--- src/rtl/pad_ctrl_pkg.sv ---
// Shared types and defaults for the pad output-enable sequencer.
// Holds the FSM state encoding and the default group/gap sizing.
package pad_ctrl_pkg;

  typedef enum logic [1:0] {
    ST_IDLE,
    ST_APPLY,
    ST_WAIT,
    ST_DONE
  } state_e;

  localparam int DEF_NPADS      = 16;
  localparam int DEF_GROUP_SIZE = 4;
  localparam int DEF_GAPW       = 8;

endpackage

--- src/rtl/pad_gap_counter.sv ---
// Loadable down-counter with zero flag, used to space group updates.
// Saturates at zero so a stray decrement can never wrap.
module pad_gap_counter #(
  parameter int W = 8
) (
  input  logic         clk_i,
  input  logic         rst_i,
  input  logic         clr_i,
  input  logic         load_i,
  input  logic [W-1:0] val_i,
  input  logic         dec_i,
  output logic         zero_o
);

  logic [W-1:0] cnt_q;
  logic [W-1:0] cnt_d;

  always_comb begin
    cnt_d = cnt_q;
    if (clr_i) begin
      cnt_d = '0;
    end else if (load_i) begin
      cnt_d = val_i;
    end else if (dec_i && (cnt_q != '0)) begin
      cnt_d = cnt_q - W'(1);
    end
  end

  always_ff @(posedge clk_i or posedge rst_i) begin
    if (rst_i) begin
      cnt_q <= '0;
    end else begin
      cnt_q <= cnt_d;
    end
  end

  assign zero_o = (cnt_q == '0);

endmodule

--- src/rtl/pad_oe_sequencer.sv ---
// Applies a new pad output-enable pattern one group at a time,
// with a programmable idle gap between groups to limit SSN.
module pad_oe_sequencer
  import pad_ctrl_pkg::*;
#(
  parameter int NPADS      = DEF_NPADS,
  parameter int GROUP_SIZE = DEF_GROUP_SIZE,
  parameter int GAPW       = DEF_GAPW
) (
  input  logic             clk_i,
  input  logic             rst_i,
  input  logic             req_valid_i,
  output logic             req_ready_o,
  input  logic [NPADS-1:0] target_oe_i,
  input  logic [GAPW-1:0]  gap_cycles_i,
  input  logic             force_off_i,
  output logic [NPADS-1:0] pad_oe_o,
  output logic             busy_o,
  output logic             done_o
);

  localparam int NGROUPS = NPADS / GROUP_SIZE;
  localparam int GIW = (NGROUPS > 1) ? $clog2(NGROUPS) : 1;

  state_e           state_q, state_d;
  logic [GIW-1:0]   grp_q, grp_d;
  logic [NPADS-1:0] tgt_q, tgt_d;
  logic [GAPW-1:0]  gap_q, gap_d;
  logic [NPADS-1:0] pad_q, pad_d;

  logic cnt_load;
  logic cnt_dec;
  logic cnt_zero;
  logic last_grp;
  logic accept;

  assign last_grp = (grp_q == GIW'(NGROUPS - 1));
  assign accept   = req_valid_i && req_ready_o;

  // Counter holds gap-1 so WAIT exits on the zero flag after gap cycles.
  pad_gap_counter #(
    .W (GAPW)
  ) u_gap_cnt (
    .clk_i  (clk_i),
    .rst_i  (rst_i),
    .clr_i  (force_off_i),
    .load_i (cnt_load),
    .val_i  (gap_q - GAPW'(1)),
    .dec_i  (cnt_dec),
    .zero_o (cnt_zero)
  );

  always_comb begin
    state_d  = state_q;
    grp_d    = grp_q;
    tgt_d    = tgt_q;
    gap_d    = gap_q;
    pad_d    = pad_q;
    cnt_load = 1'b0;
    cnt_dec  = 1'b0;

    unique case (state_q)
      ST_IDLE: begin
        if (accept) begin
          tgt_d   = target_oe_i;
          gap_d   = gap_cycles_i;
          grp_d   = '0;
          state_d = ST_APPLY;
        end
      end
      ST_APPLY: begin
        for (int k = 0; k < NGROUPS; k++) begin
          if (grp_q == GIW'(k)) begin
            pad_d[k*GROUP_SIZE +: GROUP_SIZE] =
              tgt_q[k*GROUP_SIZE +: GROUP_SIZE];
          end
        end
        if (last_grp) begin
          state_d = ST_DONE;
        end else if (gap_q == '0) begin
          grp_d = grp_q + GIW'(1);
        end else begin
          cnt_load = 1'b1;
          state_d  = ST_WAIT;
        end
      end
      ST_WAIT: begin
        if (cnt_zero) begin
          grp_d   = grp_q + GIW'(1);
          state_d = ST_APPLY;
        end else begin
          cnt_dec = 1'b1;
        end
      end
      ST_DONE: begin
        state_d = ST_IDLE;
      end
    endcase

    if (force_off_i) begin
      state_d  = ST_IDLE;
      pad_d    = '0;
      cnt_load = 1'b0;
      cnt_dec  = 1'b0;
    end
  end

  always_ff @(posedge clk_i or posedge rst_i) begin
    if (rst_i) begin
      state_q <= ST_IDLE;
      grp_q   <= '0;
      tgt_q   <= '0;
      gap_q   <= '0;
      pad_q   <= '0;
    end else begin
      state_q <= state_d;
      grp_q   <= grp_d;
      tgt_q   <= tgt_d;
      gap_q   <= gap_d;
      pad_q   <= pad_d;
    end
  end

  assign req_ready_o = (state_q == ST_IDLE) && !force_off_i;
  assign pad_oe_o    = pad_q;
  assign busy_o      = (state_q != ST_IDLE);
  assign done_o      = (state_q == ST_DONE);

endmodule

--- config.mk ---
export PLATFORM = sky130hd
export DESIGN_NAME = pad_oe_sequencer
export DESIGN_NICKNAME = d
export VERILOG_FILES = /design/src/rtl/pad_ctrl_pkg.sv /design/src/rtl/pad_gap_counter.sv /design/src/rtl/pad_oe_sequencer.sv
export SDC_FILE = /design/constraint.sdc
export NUM_CORES = 1
export LEC_CHECK = 0
export BUFFER_PORTS_ARGS = -buffer_cell sky130_fd_sc_hd__buf_4
export CELL_PAD_IN_SITES_DETAIL_PLACEMENT = 1
export CELL_PAD_IN_SITES_GLOBAL_PLACEMENT = 1
export CORE_ASPECT_RATIO = 0.9
export CORE_MARGIN = 1.5
export CORE_UTILIZATION = 25
export DETAILED_ROUTE_END_ITERATION = 8
export HOLD_SLACK_MARGIN = 0.12
export PLACE_DENSITY = 0.54
export SKIP_LAST_GASP = 1
export SYNTH_ARGS = -nofsm -noshare
export SYNTH_HDL_FRONTEND = slang
export SYNTH_SLANG_ARGS = --single-unit
export TNS_END_PERCENT = 1
--- constraint.sdc ---
create_clock -name clk_i -period 3.4 [get_ports clk_i]
set_input_delay 0.34 -clock clk_i [delete_from_list [all_inputs] [get_ports clk_i]]
set_output_delay 0.34 -clock clk_i [all_outputs]
set_load 0.005 [all_outputs]
==> reports/metrics.cfg <==
[yosys]
async_reset_ff_frac = 1.00
syn_nets = 278
synthFlopType = dfrtp_1
ys_ff_latch = 52
synth_warnings = 0
synth.yosys.seq_area_share = 0.499
synth_cell_type_count = 48
synth_edf_count = 0
synthCells = 241
synth.cell_area_mm2 = 0.00261
syn_area_per_cell_um2 = 10.8

[global_route]
grt_pass1_vias = 2115
antenna_found_initial = 0
grt_pass1_wl_um = 11300
grt_max_degree = 32
grt_use_total = 0.128
gr-total-overflow = 0

[job]
maxCapViolCount = 0

[routing]
routed_wl_um = 6690
firstDrtPassIters = 4
antenna_left = 0
route.detailed.drc = 0
wl_per_cell_um = 15.9
vias = 2014
via_per_inst = 4.78
drt-initial-drc-count = 83

[die]
initial_core_util = 0.255
ios = 47
rows = 35
die_w_um = 111
fp.dieArea_mm2 = 0.0110
die_h_um = 99.9
core_mm2 = 0.0102

[clock_tree]
post_cts_buffers = 0
clk_path_buf_depth = 2
cts_buffers = 5
root_buffer = clkbuf_16
clk_pin_slew_worst_paths_ns = 0.07
clock_sinks = 52
clock_latency_ns = 0.29
cts.htree.levels = 2
cts_tree = built

[timing]
setup-violations-final = 0
setup_tns_ns = 0
holdWs_ns = 0.151
finalHoldViolations = 0
tightest_slew_ns = 0.839
relSlewSlack = 0.436
min_period_ns = 3.18
fin_skew_ns = 0.00419
rsz0062_at_grt = no
final.setup.worst_slack_ns = 0.221
fin_crit_sh = 0.935
finalMaxSlewViolations = 0
fmax_mhz = 315

[worst_setup_path]
r2r-start = grp_q[0]
rr_worst_depth = 10
crit_type = reg2reg
start_kind = register
worstPathRequired_ns = 3.58
worstPathArrival_ns = 3.36
endpoint_kind = register
r2r-end = u_gap_cnt.cnt_q[6]
r2r_slack_ns = 0.22
path_max_fanout = 8

[placement]
place_ws_ns = 0.154
port_buffers = 46
place.gp.congestion = 0.781
place_area_mm2 = 0.00310
dp_hpwl_um = 4770

[final_layout]
drive_gt1_frac = 0.329
antennaDiodeCount = 0
layout.nets = 328
area_growth_pct = 25.8
fin_area_mm2 = 0.00328
layout_common_cells = 52 x dfrtp_1, 52 x buf_4, 32 x nand2_1

[min_path]
min_path_type = in2async

[power_and_ir_drop]
p_total_uw = 2670
p_leak_uw = 0.00146
ir_drop_uv = 233
power.density_mw_per_mm2 = 813

[outcome]
outcome = complete, no violations

## sequential cells by signal, indices dropped and copies added (netlist names)
name / count
gap_q: 8
grp_q: 2
u_gap_cnt.cnt_q: 8
pad_oe_o: 16
state_q: 2
tgt_q: 16
## through the flow
step,instances,utilization
after floorplan,241,-
after global placement,413,0.304
after detailed placement,413,0.304
after CTS,421,0.321
after global routing,421,0.321
final,421,0.321
## per-layer routing
metal	vias up	wire length, µm	share of wire	track usage
li1	969	-	-	-
met1	1012	3360	0.50	0.181
met2	26	3090	0.46	0.204
met3	7	151	0.023	0.0223
met4	0	85	0.013	0.0355
met5	-	0	0	0
## cells by family after synthesis
group	Yosys count	synth area share
simple gates	84	0.166
flops	52	0.499
compound gates	47	0.123
mux	30	0.127
buf+inv	16	0.0312
fa+ha+maj	9	0.0432
xor+xnor	3	0.0101
## area by class of cell
cell class              instances  area (µm²)
well taps                     129         161
inverters                       7        26.3
clock inverters                 2        38.8
repair buffers                 52         390
multi-input cells             173        1230
clock buffers                   6         129
fillers                      1158        6930
flip-flops and latches         52        1300
## worst max-delay path by stage
| stage | start | slack (ns) | endpoint | cells past startpoint |
|---|---|---|---|---|
| final | grp_q[0] | 0.22 | u_gap_cnt.cnt_q[6] | 10 |
| after global routing | grp_q[0] | 0.02 | u_gap_cnt.cnt_q[6] | 10 |
| after CTS | grp_q[0] | 0.14 | u_gap_cnt.cnt_q[6] | 10 |
| after detailed placement | grp_q[0] | 0.15 | u_gap_cnt.cnt_q[6] | 10 |
| after global placement | grp_q[0] | 0.33 | u_gap_cnt.cnt_q[6] | 10 |
| after floorplan | state_q[1] | 0.26 | u_gap_cnt.cnt_q[6] | 12 |
## worst max-delay path, stage by stage, from the launching register on
cell	delay [ns]
dfrtp_1	0.40
ha_1	0.32
or3b_2	0.58
a21oi_4	0.23
mux2i_1	0.26
ha_1	0.21
or3b_2	0.48
nor3_1	0.19
xnor2_1	0.15
o32ai_1	0.10
a21o_1	0.16
## what timing repair did
| item | 4_1_cts | 5_1_grt |
|---|---|---|
| hold buffers | 0 | 0 |
| resized for setup | 0 | 1 |
| endpoints found under the setup margin | 0 | 1 |
## synthesized netlist by cell type, types with 2 or more instances
| library cell | instances | area share |
|---|---|---|
| nand2_1 | 32 | 0.046 |
| a21oi_1 | 17 | 0.033 |
| xor2_1 | 2 | 0.0067 |
| nand3_1 | 20 | 0.038 |
| or3b_2 | 2 | 0.0067 |
| a21o_1 | 4 | 0.012 |
| ha_1 | 9 | 0.043 |
| or3_2 | 2 | 0.0058 |
| nor2b_1 | 3 | 0.0072 |
| o32ai_1 | 2 | 0.0067 |
| clkbuf_1 | 5 | 0.0072 |
| nand3b_1 | 2 | 0.0058 |
| nor2_1 | 8 | 0.012 |
| mux2_2 | 25 | 0.11 |
| nor3_1 | 5 | 0.0096 |
| dfrtp_1 | 52 | 0.50 |
| mux2i_1 | 5 | 0.019 |
| o311ai_0 | 3 | 0.010 |
| or4_2 | 2 | 0.0067 |
| o21ai_0 | 6 | 0.012 |
| a211o_1 | 2 | 0.0067 |
| inv_1 | 7 | 0.010 |
## report_power, final
part           total, µW  internal [µW]  switching, µW
Clock                580            351            230
Sequential          1050            844            210
Combinational       1030            498            535
Note: power is estimated with default switching activity, not from simulation.
